===== src/rtl/timer_sched.sv =====
// rtl/timer_sched.sv - multi-channel tick-driven timeout scheduler with round-robin event drain
// Optional sticky per-channel overrun flags: define TIMER_SCHED_OVERRUN_EN.
module timer_sched #(
  parameter int NUM_CHAN     = 4,
  parameter int CHAN_WIDTH   = 2,
  parameter int RELOAD_WIDTH = 16
) (
  input  logic                    clk_in,
  input  logic                    reset_n_in,
  input  logic                    tick_in,
  input  logic                    cfg_valid_in,
  input  logic [CHAN_WIDTH-1:0]   cfg_chan_in,
  input  logic [RELOAD_WIDTH-1:0] cfg_reload_in,
  input  logic                    cfg_enable_in,
  input  logic                    cfg_periodic_in,
  output logic [NUM_CHAN-1:0]     armed_out,
  output logic                    evt_valid_out,
  output logic [CHAN_WIDTH-1:0]   evt_chan_out,
  input  logic                    evt_ready_in,
  output logic [NUM_CHAN-1:0]     ovr_out
);

  logic [RELOAD_WIDTH-1:0] count_q  [NUM_CHAN];
  logic [RELOAD_WIDTH-1:0] count_d  [NUM_CHAN];
  logic [RELOAD_WIDTH-1:0] reload_q [NUM_CHAN];
  logic [RELOAD_WIDTH-1:0] reload_d [NUM_CHAN];
  logic [NUM_CHAN-1:0]     armed_q, armed_d;
  logic [NUM_CHAN-1:0]     periodic_q, periodic_d;
  logic [NUM_CHAN-1:0]     pending_q, pending_d;
  logic [CHAN_WIDTH-1:0]   rr_q, rr_d;
  logic                    evt_valid_q, evt_valid_d;
  logic [CHAN_WIDTH-1:0]   evt_chan_q, evt_chan_d;

  logic [NUM_CHAN-1:0]     cfg_hit;
  logic [NUM_CHAN-1:0]     cand;
  logic                    hi_found, lo_found;
  logic [CHAN_WIDTH-1:0]   hi_idx, lo_idx, sel;
  logic                    load;
  logic                    load_clr;

`ifdef TIMER_SCHED_OVERRUN_EN
  logic [NUM_CHAN-1:0]     ovr_q, ovr_d;
  assign ovr_out = ovr_q;
`else
  assign ovr_out = '0;
`endif

  assign armed_out     = armed_q;
  assign evt_valid_out = evt_valid_q;
  assign evt_chan_out  = evt_chan_q;

  // A channel being reconfigured this cycle is not eligible for selection.
  always_comb begin
    cfg_hit = '0;
    for (int c = 0; c < NUM_CHAN; c++) begin
      cfg_hit[c] = cfg_valid_in && (cfg_chan_in == CHAN_WIDTH'(c));
    end
    cand     = pending_q & ~cfg_hit;
    hi_found = 1'b0;
    hi_idx   = '0;
    lo_found = 1'b0;
    lo_idx   = '0;
    for (int c = 0; c < NUM_CHAN; c++) begin
      if (!hi_found && cand[c] && (CHAN_WIDTH'(c) >= rr_q)) begin
        hi_found = 1'b1;
        hi_idx   = CHAN_WIDTH'(c);
      end
      if (!lo_found && cand[c]) begin
        lo_found = 1'b1;
        lo_idx   = CHAN_WIDTH'(c);
      end
    end
    sel  = hi_found ? hi_idx : lo_idx;
    load = !evt_valid_q || evt_ready_in;
  end

  always_comb begin
    count_d     = count_q;
    reload_d    = reload_q;
    armed_d     = armed_q;
    periodic_d  = periodic_q;
    pending_d   = pending_q;
    rr_d        = rr_q;
    evt_valid_d = evt_valid_q;
    evt_chan_d  = evt_chan_q;
    load_clr    = 1'b0;
`ifdef TIMER_SCHED_OVERRUN_EN
    ovr_d       = ovr_q;
`endif
    if (load) begin
      evt_valid_d = lo_found;
      if (lo_found) begin
        evt_chan_d = sel;
        rr_d       = (sel == CHAN_WIDTH'(NUM_CHAN - 1)) ? '0 : sel + CHAN_WIDTH'(1);
      end
    end
    for (int c = 0; c < NUM_CHAN; c++) begin
      load_clr = load && lo_found && (sel == CHAN_WIDTH'(c));
      if (load_clr) pending_d[c] = 1'b0;
      if (cfg_hit[c]) begin
        reload_d[c]   = cfg_reload_in;
        count_d[c]    = cfg_reload_in;
        armed_d[c]    = cfg_enable_in;
        periodic_d[c] = cfg_periodic_in;
        pending_d[c]  = 1'b0;
`ifdef TIMER_SCHED_OVERRUN_EN
        ovr_d[c]      = 1'b0;
`endif
      end else if (tick_in && armed_q[c]) begin
        if (count_q[c] != '0) begin
          count_d[c] = count_q[c] - RELOAD_WIDTH'(1);
        end else begin
          // Set after the load clear so an expiry racing its own drain is kept.
          pending_d[c] = 1'b1;
`ifdef TIMER_SCHED_OVERRUN_EN
          if (pending_q[c] && !load_clr) ovr_d[c] = 1'b1;
`endif
          if (periodic_q[c]) count_d[c] = reload_q[c];
          else               armed_d[c] = 1'b0;
        end
      end
    end
  end

  always_ff @(posedge clk_in or negedge reset_n_in) begin
    if (!reset_n_in) begin
      count_q     <= '{default: '0};
      reload_q    <= '{default: '0};
      armed_q     <= '0;
      periodic_q  <= '0;
      pending_q   <= '0;
      rr_q        <= '0;
      evt_valid_q <= 1'b0;
      evt_chan_q  <= '0;
`ifdef TIMER_SCHED_OVERRUN_EN
      ovr_q       <= '0;
`endif
    end else begin
      count_q     <= count_d;
      reload_q    <= reload_d;
      armed_q     <= armed_d;
      periodic_q  <= periodic_d;
      pending_q   <= pending_d;
      rr_q        <= rr_d;
      evt_valid_q <= evt_valid_d;
      evt_chan_q  <= evt_chan_d;
`ifdef TIMER_SCHED_OVERRUN_EN
      ovr_q       <= ovr_d;
`endif
    end
  end

endmodule


===== config.mk =====
export PLATFORM = sky130hd
export DESIGN_NAME = timer_sched
export DESIGN_NICKNAME = d
export VERILOG_FILES = /design/src/rtl/timer_sched.sv
export SDC_FILE = /design/constraint.sdc
export NUM_CORES = 1
export LEC_CHECK = 0
export ABC_AREA = 1
export CELL_PAD_IN_SITES_DETAIL_PLACEMENT = 1
export CELL_PAD_IN_SITES_GLOBAL_PLACEMENT = 1
export CORE_MARGIN = 2
export CORE_UTILIZATION = 48
export DETAILED_ROUTE_END_ITERATION = 8
export PLACE_DENSITY_LB_ADDON = 0.15
export SLEW_MARGIN = 20
export SYNTH_ARGS = -nofsm -noshare
export SYNTH_HDL_FRONTEND = slang
export SYNTH_SLANG_ARGS = --single-unit

===== constraint.sdc =====
create_clock -name clk_in -period 3.2 [get_ports clk_in]
set_clock_uncertainty 0.2 [all_clocks]
set_input_delay 0.64 -clock clk_in [delete_from_list [all_inputs] [get_ports clk_in]]
set_output_delay 0.64 -clock clk_in [all_outputs]
set_load 0.02 [all_outputs]

Yosys cells after proc, flatten, opt, wreduce, memory -nomap -nowiden
Index checks and enable logic that the tools add are counted.
Word-level totals
  register bits: 145
  bits of input ports: 25
Cells by class
  add/sub/neg operators: 5
  magnitude comparators: 4
  equal/unequal tests: 14
  mux-type cells: 64
  bitwise operators: 2
  reduce and logical (&&, ||, !) cells: 54
Operator list (number)
  2-to-1 mux 16 bit: 16
  nonzero test 16 bit: 4
  subtractor 16 x 1 -> 16 bit (second input constant): 4
  2-to-1 mux 1 bit: 42
  logical AND 1 bit: 23
  2-to-1 mux 2 bit: 6
  AND reduction 3 bit: 4
  nonzero test 3 bit: 4
  AND reduction 2 bit: 5
  == test 2 bit (second input constant): 4
  inequality test 2 x 1 -> 1 bit (second input constant): 4
  inequality test 2 bit (second input constant): 4
  nonzero test 2 bit: 4
  zero test 1 bit: 7
  bitwise AND 4 bit: 1
  == test 2 x 1 -> 1 bit (second input constant): 2
  >= comparator 1 x 2 -> 1 bit (first input constant): 2
  >= comparator 2 bit (first input constant): 2
  zero test 2 bit: 2
  NOT 4 bit: 1
  adder 2 x 1 -> 2 bit (second input constant): 1
  logical OR 1 bit: 1

Longest topological paths before layout
  word-level depth: 25
  gate-level depth with buffers: 14

Worst setup path before layout
No wires, ideal clock.
  path type: input port to flip-flop
  from: input port cfg_chan_in[0]
  to: register rr_q[1]
  data arrival time: 1.825 ns
  required time: 2.884 ns
  path slack: 1.058 ns
  cell stages on the path: 13
  path buffers: 0
  path through: inv_1 > nand3_1 > nand2_1 > inv_1 > nand2_1 > inv_1 > nor2_1 > nand3_1 > nand2_1 > inv_1 > ha_1 > nand2_1 > nand2_1
Between the ends
  word-level cells in the longest chain between the ends: 21
  elaborated cells on any way between the ends: 45
Ends and longest elaborated chain
  start, declared: RTL line 12  | input logic [CHAN_WIDTH-1:0] cfg_chan_in,
  zero test 2 bit: RTL line 56  | cfg_hit[c] = cfg_valid_in && (cfg_chan_in == CHAN_WIDTH'(c));
  logical AND 1 bit: RTL line 56
  NOT 4 bit (*): RTL line 58  | cand = pending_q & ~cfg_hit;
  bitwise AND 4 bit (*): RTL line 58
  logical AND 1 bit: RTL line 64  | if (!hi_found && cand[c] && (CHAN_WIDTH'(c) >= rr_q)) begin
  2-to-1 mux 1 bit: RTL line 64
  zero test 1 bit: RTL line 64
  logical AND 1 bit (2 in a row): RTL line 64
  [4 not listed]
  2-to-1 mux 1 bit: RTL line 64
  zero test 1 bit: RTL line 64
  logical AND 1 bit (2 in a row): RTL line 64
  2-to-1 mux 2 bit / 2-to-1 mux 1 bit (equally long branches): RTL line 64
  2-to-1 mux 2 bit (*): RTL line 73  | sel = hi_found ? hi_idx : lo_idx;
  net sel[0]: RTL line 37  | logic [CHAN_WIDTH-1:0] hi_idx, lo_idx, sel;
  adder 2 x 1 -> 2 bit / == test 2 bit (equally long branches): RTL line 94  | rr_d = (sel == CHAN_WIDTH'(NUM_CHAN - 1)) ? '0 : sel + CHAN_WIDTH'(1);
  2-to-1 mux 2 bit (*): RTL line 94
  end signal, assigned: RTL line 144  | rr_q <= rr_d;
  end, declared: RTL line 30  | logic [CHAN_WIDTH-1:0] rr_q, rr_d;
The timed path passes the listed nets; every way through them passes the cells marked *.
A chain may end at the register's enable or synchronous reset.

Worst setup path after layout
  from: input port cfg_valid_in
  to: register rr_q[1]
Between the ends
  word-level cells in the longest chain between the ends: 20
  elaborated cells on any way between the ends: 41
Ends and longest elaborated chain
  start, declared: RTL line 11  | input logic cfg_valid_in,
  logical AND 1 bit: RTL line 56
  NOT 4 bit (*): RTL line 58
  bitwise AND 4 bit (*): RTL line 58
  logical AND 1 bit: RTL line 64
  2-to-1 mux 1 bit: RTL line 64
  zero test 1 bit: RTL line 64
  logical AND 1 bit (2 in a row): RTL line 64
  2-to-1 mux 1 bit: RTL line 64
  [3 not listed]
  2-to-1 mux 1 bit: RTL line 64
  zero test 1 bit: RTL line 64
  logical AND 1 bit (2 in a row): RTL line 64
  2-to-1 mux 2 bit / 2-to-1 mux 1 bit (equally long branches): RTL line 64
  2-to-1 mux 2 bit (*): RTL line 73
  net sel[0]: RTL line 37
  adder 2 x 1 -> 2 bit / == test 2 bit (equally long branches): RTL line 94
  2-to-1 mux 2 bit (*): RTL line 94
Marked as above.

==> results.yml <==
sta:
  worst_slew_pin_slew_ns: 0.640
  clock.fmax_mhz: 382
  rsz0062_at_grt: "no"
  finalHoldViolations: 0
  hold_slack_ns: 0.0118
  fin_crit_ns: 2.62
  finalSetupViolations: 0
  slew_viol_final: 0
  timing.final.ws_setup_ns: 0.585
  post-route-period-util: 0.817
  slew_headroom: 0.573
  setup_tns_ns: 0
synth:
  synthFlopType: "dfrtp_1"
  synth.ff_latch_count: 145
  synth_common_cells: "432 x nand2_1, 164 x nor2_1, 145 x dfrtp_1, 142 x inv_1, 95 x o21ai_0"
  synth_cell_type_count: 34
  avgSynthCellArea_um2: 6.87
  synth_edf_count: 0
  synthArstFlopShare: 1.00
  yosys_warnings: 0
  ys_top_cells_by_area: "dfrtp_1 42%, nand2_1 19%, nor2_1 7.2%"
  yosysSeqAreaShare: 0.424
  yosysMostFrequentCell: "nand2_1"
  yosysTopAreaCell: "dfrtp_1"
  syn_inst: 1245
  synth_top_area_frac: 0.424
  netlist_area_um2: 8550
setup_path:
  cp_slowest_stage_delay_ns: 0.61
  cp_max_fo: 4
  worstPathCellList: "clkdlybuf4s50_1, nand3_1, nand2_1, inv_1, nand2_1, inv_1, nor2_1, nand3_1, nand2_1, inv_1, ha_1, nand2_1, nand2_1"
  path_delay_family: "simple AND/OR/NAND/NOR gates"
  timing_worst_setup_path_type: "input pin to flop"
  cp-end-kind: "flop"
  critPathLaunchType: "input pin"
  cp.arrival_ns: 2.74
  cp.buffers_inverters: 4
  cp.required_ns: 3.33
  crit_path_frequent_cell: "nand2_1"
  cpMaxStageDelayCell: "clkdlybuf4s50_1"
clocking:
  root_buffer: "clkbuf_16"
  ctsHoldBuffers: 0
  cts_buffers: 17
  cts_tree: "built"
  cts_max_path_buffers: 2
  clock_latency_ns: 0.43
  h-tree-depth: 4
  clk_transition_reported_paths_ns: 0.06
  cts_resized: 0
  clkSinkCount: 145
  post-cts-setup-buffers: 0
floorplan:
  die_w_um: 137
  num_rows: 48
  ios: 36
  dieArea_um2: 18900
  die_h_um: 137
  core_um2: 17400
  initial_core_util: 0.493
placement:
  pre_cts_slack_ns: 0.218
  dp.final_hpwl_um: 18200
  gp_congestion: 0.899
  numPortBuffers: 31
  dpl_cell_area_um2: 9160
pwr:
  p_leak_nw: 5.21
  cellPowerDensity_nw_per_um2: 821
  ir_drop_uv: 511
global_routing:
  grt_max_degree: 65
  overflow: 0
  track_usage: 0.314
  grt_pass1_vias: 8897
  antenna_found_initial: 0
  grt_pass1_wl_um: 45100
drt:
  viasPerCell: 5.47
  wl_per_cell_um: 18.2
  wirelength_um: 27700
  dr.pass1.iters: 5
  drt_iter0_markers: 475
  route.detailed.drc: 0
  postRouteAntennaNets: 0
  via_count: 8315
status:
  outcome: "finished clean"
finish:
  final_net_count: 1322
  drive_above_1_share: 0.0548
  fin_area_um2: 9830
  area_delta_synth_final_pct: 15.0
  fin_util: 0.566
  antenna_cells: 0
worst_hold_path:
  min_path_type: "input pin to async pin"
job:
  maxCapViolations: 0
[per-stage QoR]
step	std cells	power [W]
2_1_floorplan	1248	0.00480
5_1_grt	1521	0.00866
3_3_place_gp	1491	0.00547
4_1_cts	1521	0.00809
3_5_place_dp	1491	0.00562
6_report	1521	0.00807
[area by class of cell]
cell class                 instances  area (um^2)
clock inverter                    10          206
multi-input combinational        923         4210
sequential                       145         3630
fill                            2293         7530
timing repair buffer              53          502
tap                              225          282
inverter                         145          544
clock buffer                      20          457
[where the power goes]
part | internal (W) | total, W | leakage, nW | switching (W)
combinational | 0.00101 | 0.00290 | 3.07 | 0.00189
clock | 0.00149 | 0.00231 | 0.322 | 0.000819
sequential | 0.00233 | 0.00286 | 1.81 | 0.000527
total | 0.00484 | 0.00807 | 5.21 | 0.00324
[sequential cells by signal, indices dropped and copies added, names as in the netlist]
| register | cells |
|---|---|
| armed_out | 4 |
| count_q | 64 |
| evt_chan_out | 2 |
| evt_valid_out | 1 |
| pending_q | 4 |
| periodic_q | 4 |
| reload_q | 64 |
| rr_q | 2 |
[layer usage]
metal | up-vias | GRT usage | routed length (um)
met1 | 4083 | 0.385 | 12000
met5 | - | 0 | 0
met4 | 0 | 0.164 | 1240
met3 | 81 | 0.0508 | 958
met2 | 180 | 0.532 | 13500
li1 | 3971 | - | -
[cell usage in the layout, fill, tap and decap left out, drive strengths merged]
master         instances
nand4                  9
or2                    1
buf                   23
dfrtp                145
o21bai                27
o21ai                100
clkinv                 2
conb                   4
inv                  146
clkbuf                20
and2                   1
o21a                   2
o2bb2ai                1
o31ai                  1
bufinv                 6
a21oi                 54
nand3                 77
a31oi                  1
xnor2                  9
ha                    12
nand3b                 1
nand2                436
o22ai                  1
nor2                 169
xor2                  11
clkdlybuf4s50         30
nor3                   6
clkinvlp               1
[final timing paths]
path | from | end | slack [ns] | depth (start not counted)
worst min-delay path | reset_n_in | reload_q[61]$_DFFE_PN0P_ | 0.01 | 1
worst max register to register | count_q[60]$_DFFE_PN0P_ | count_q[52]$_DFFE_PN0P_ | 0.63 | 8
max in group asynchronous | reset_n_in | reload_q[10]$_DFFE_PN0P_ | 2.10 | 2
min in group clk_in | evt_chan_out[0]$_DFFE_PN0P_ | evt_chan_out[0]$_DFFE_PN0P_ | 0.28 | 2
worst min register to register | evt_chan_out[0]$_DFFE_PN0P_ | evt_chan_out[0]$_DFFE_PN0P_ | 0.28 | 2
worst max-delay path | cfg_valid_in | rr_q[1]$_DFFE_PN0P_ | 0.58 | 13
[kinds of logic after synthesis]
logic type | count (synthesis) | synth area share
DFF | 145 | 0.424
other | 1 | 0.000439
and+or+nand+nor | 700 | 0.328
xor gates and xnor gates | 20 | 0.0205
buffers and inverters | 180 | 0.0846
adders and majority gates | 12 | 0.0176
AOI/OAI and AO/OA | 187 | 0.124
(Power assumes the default switching activity.)
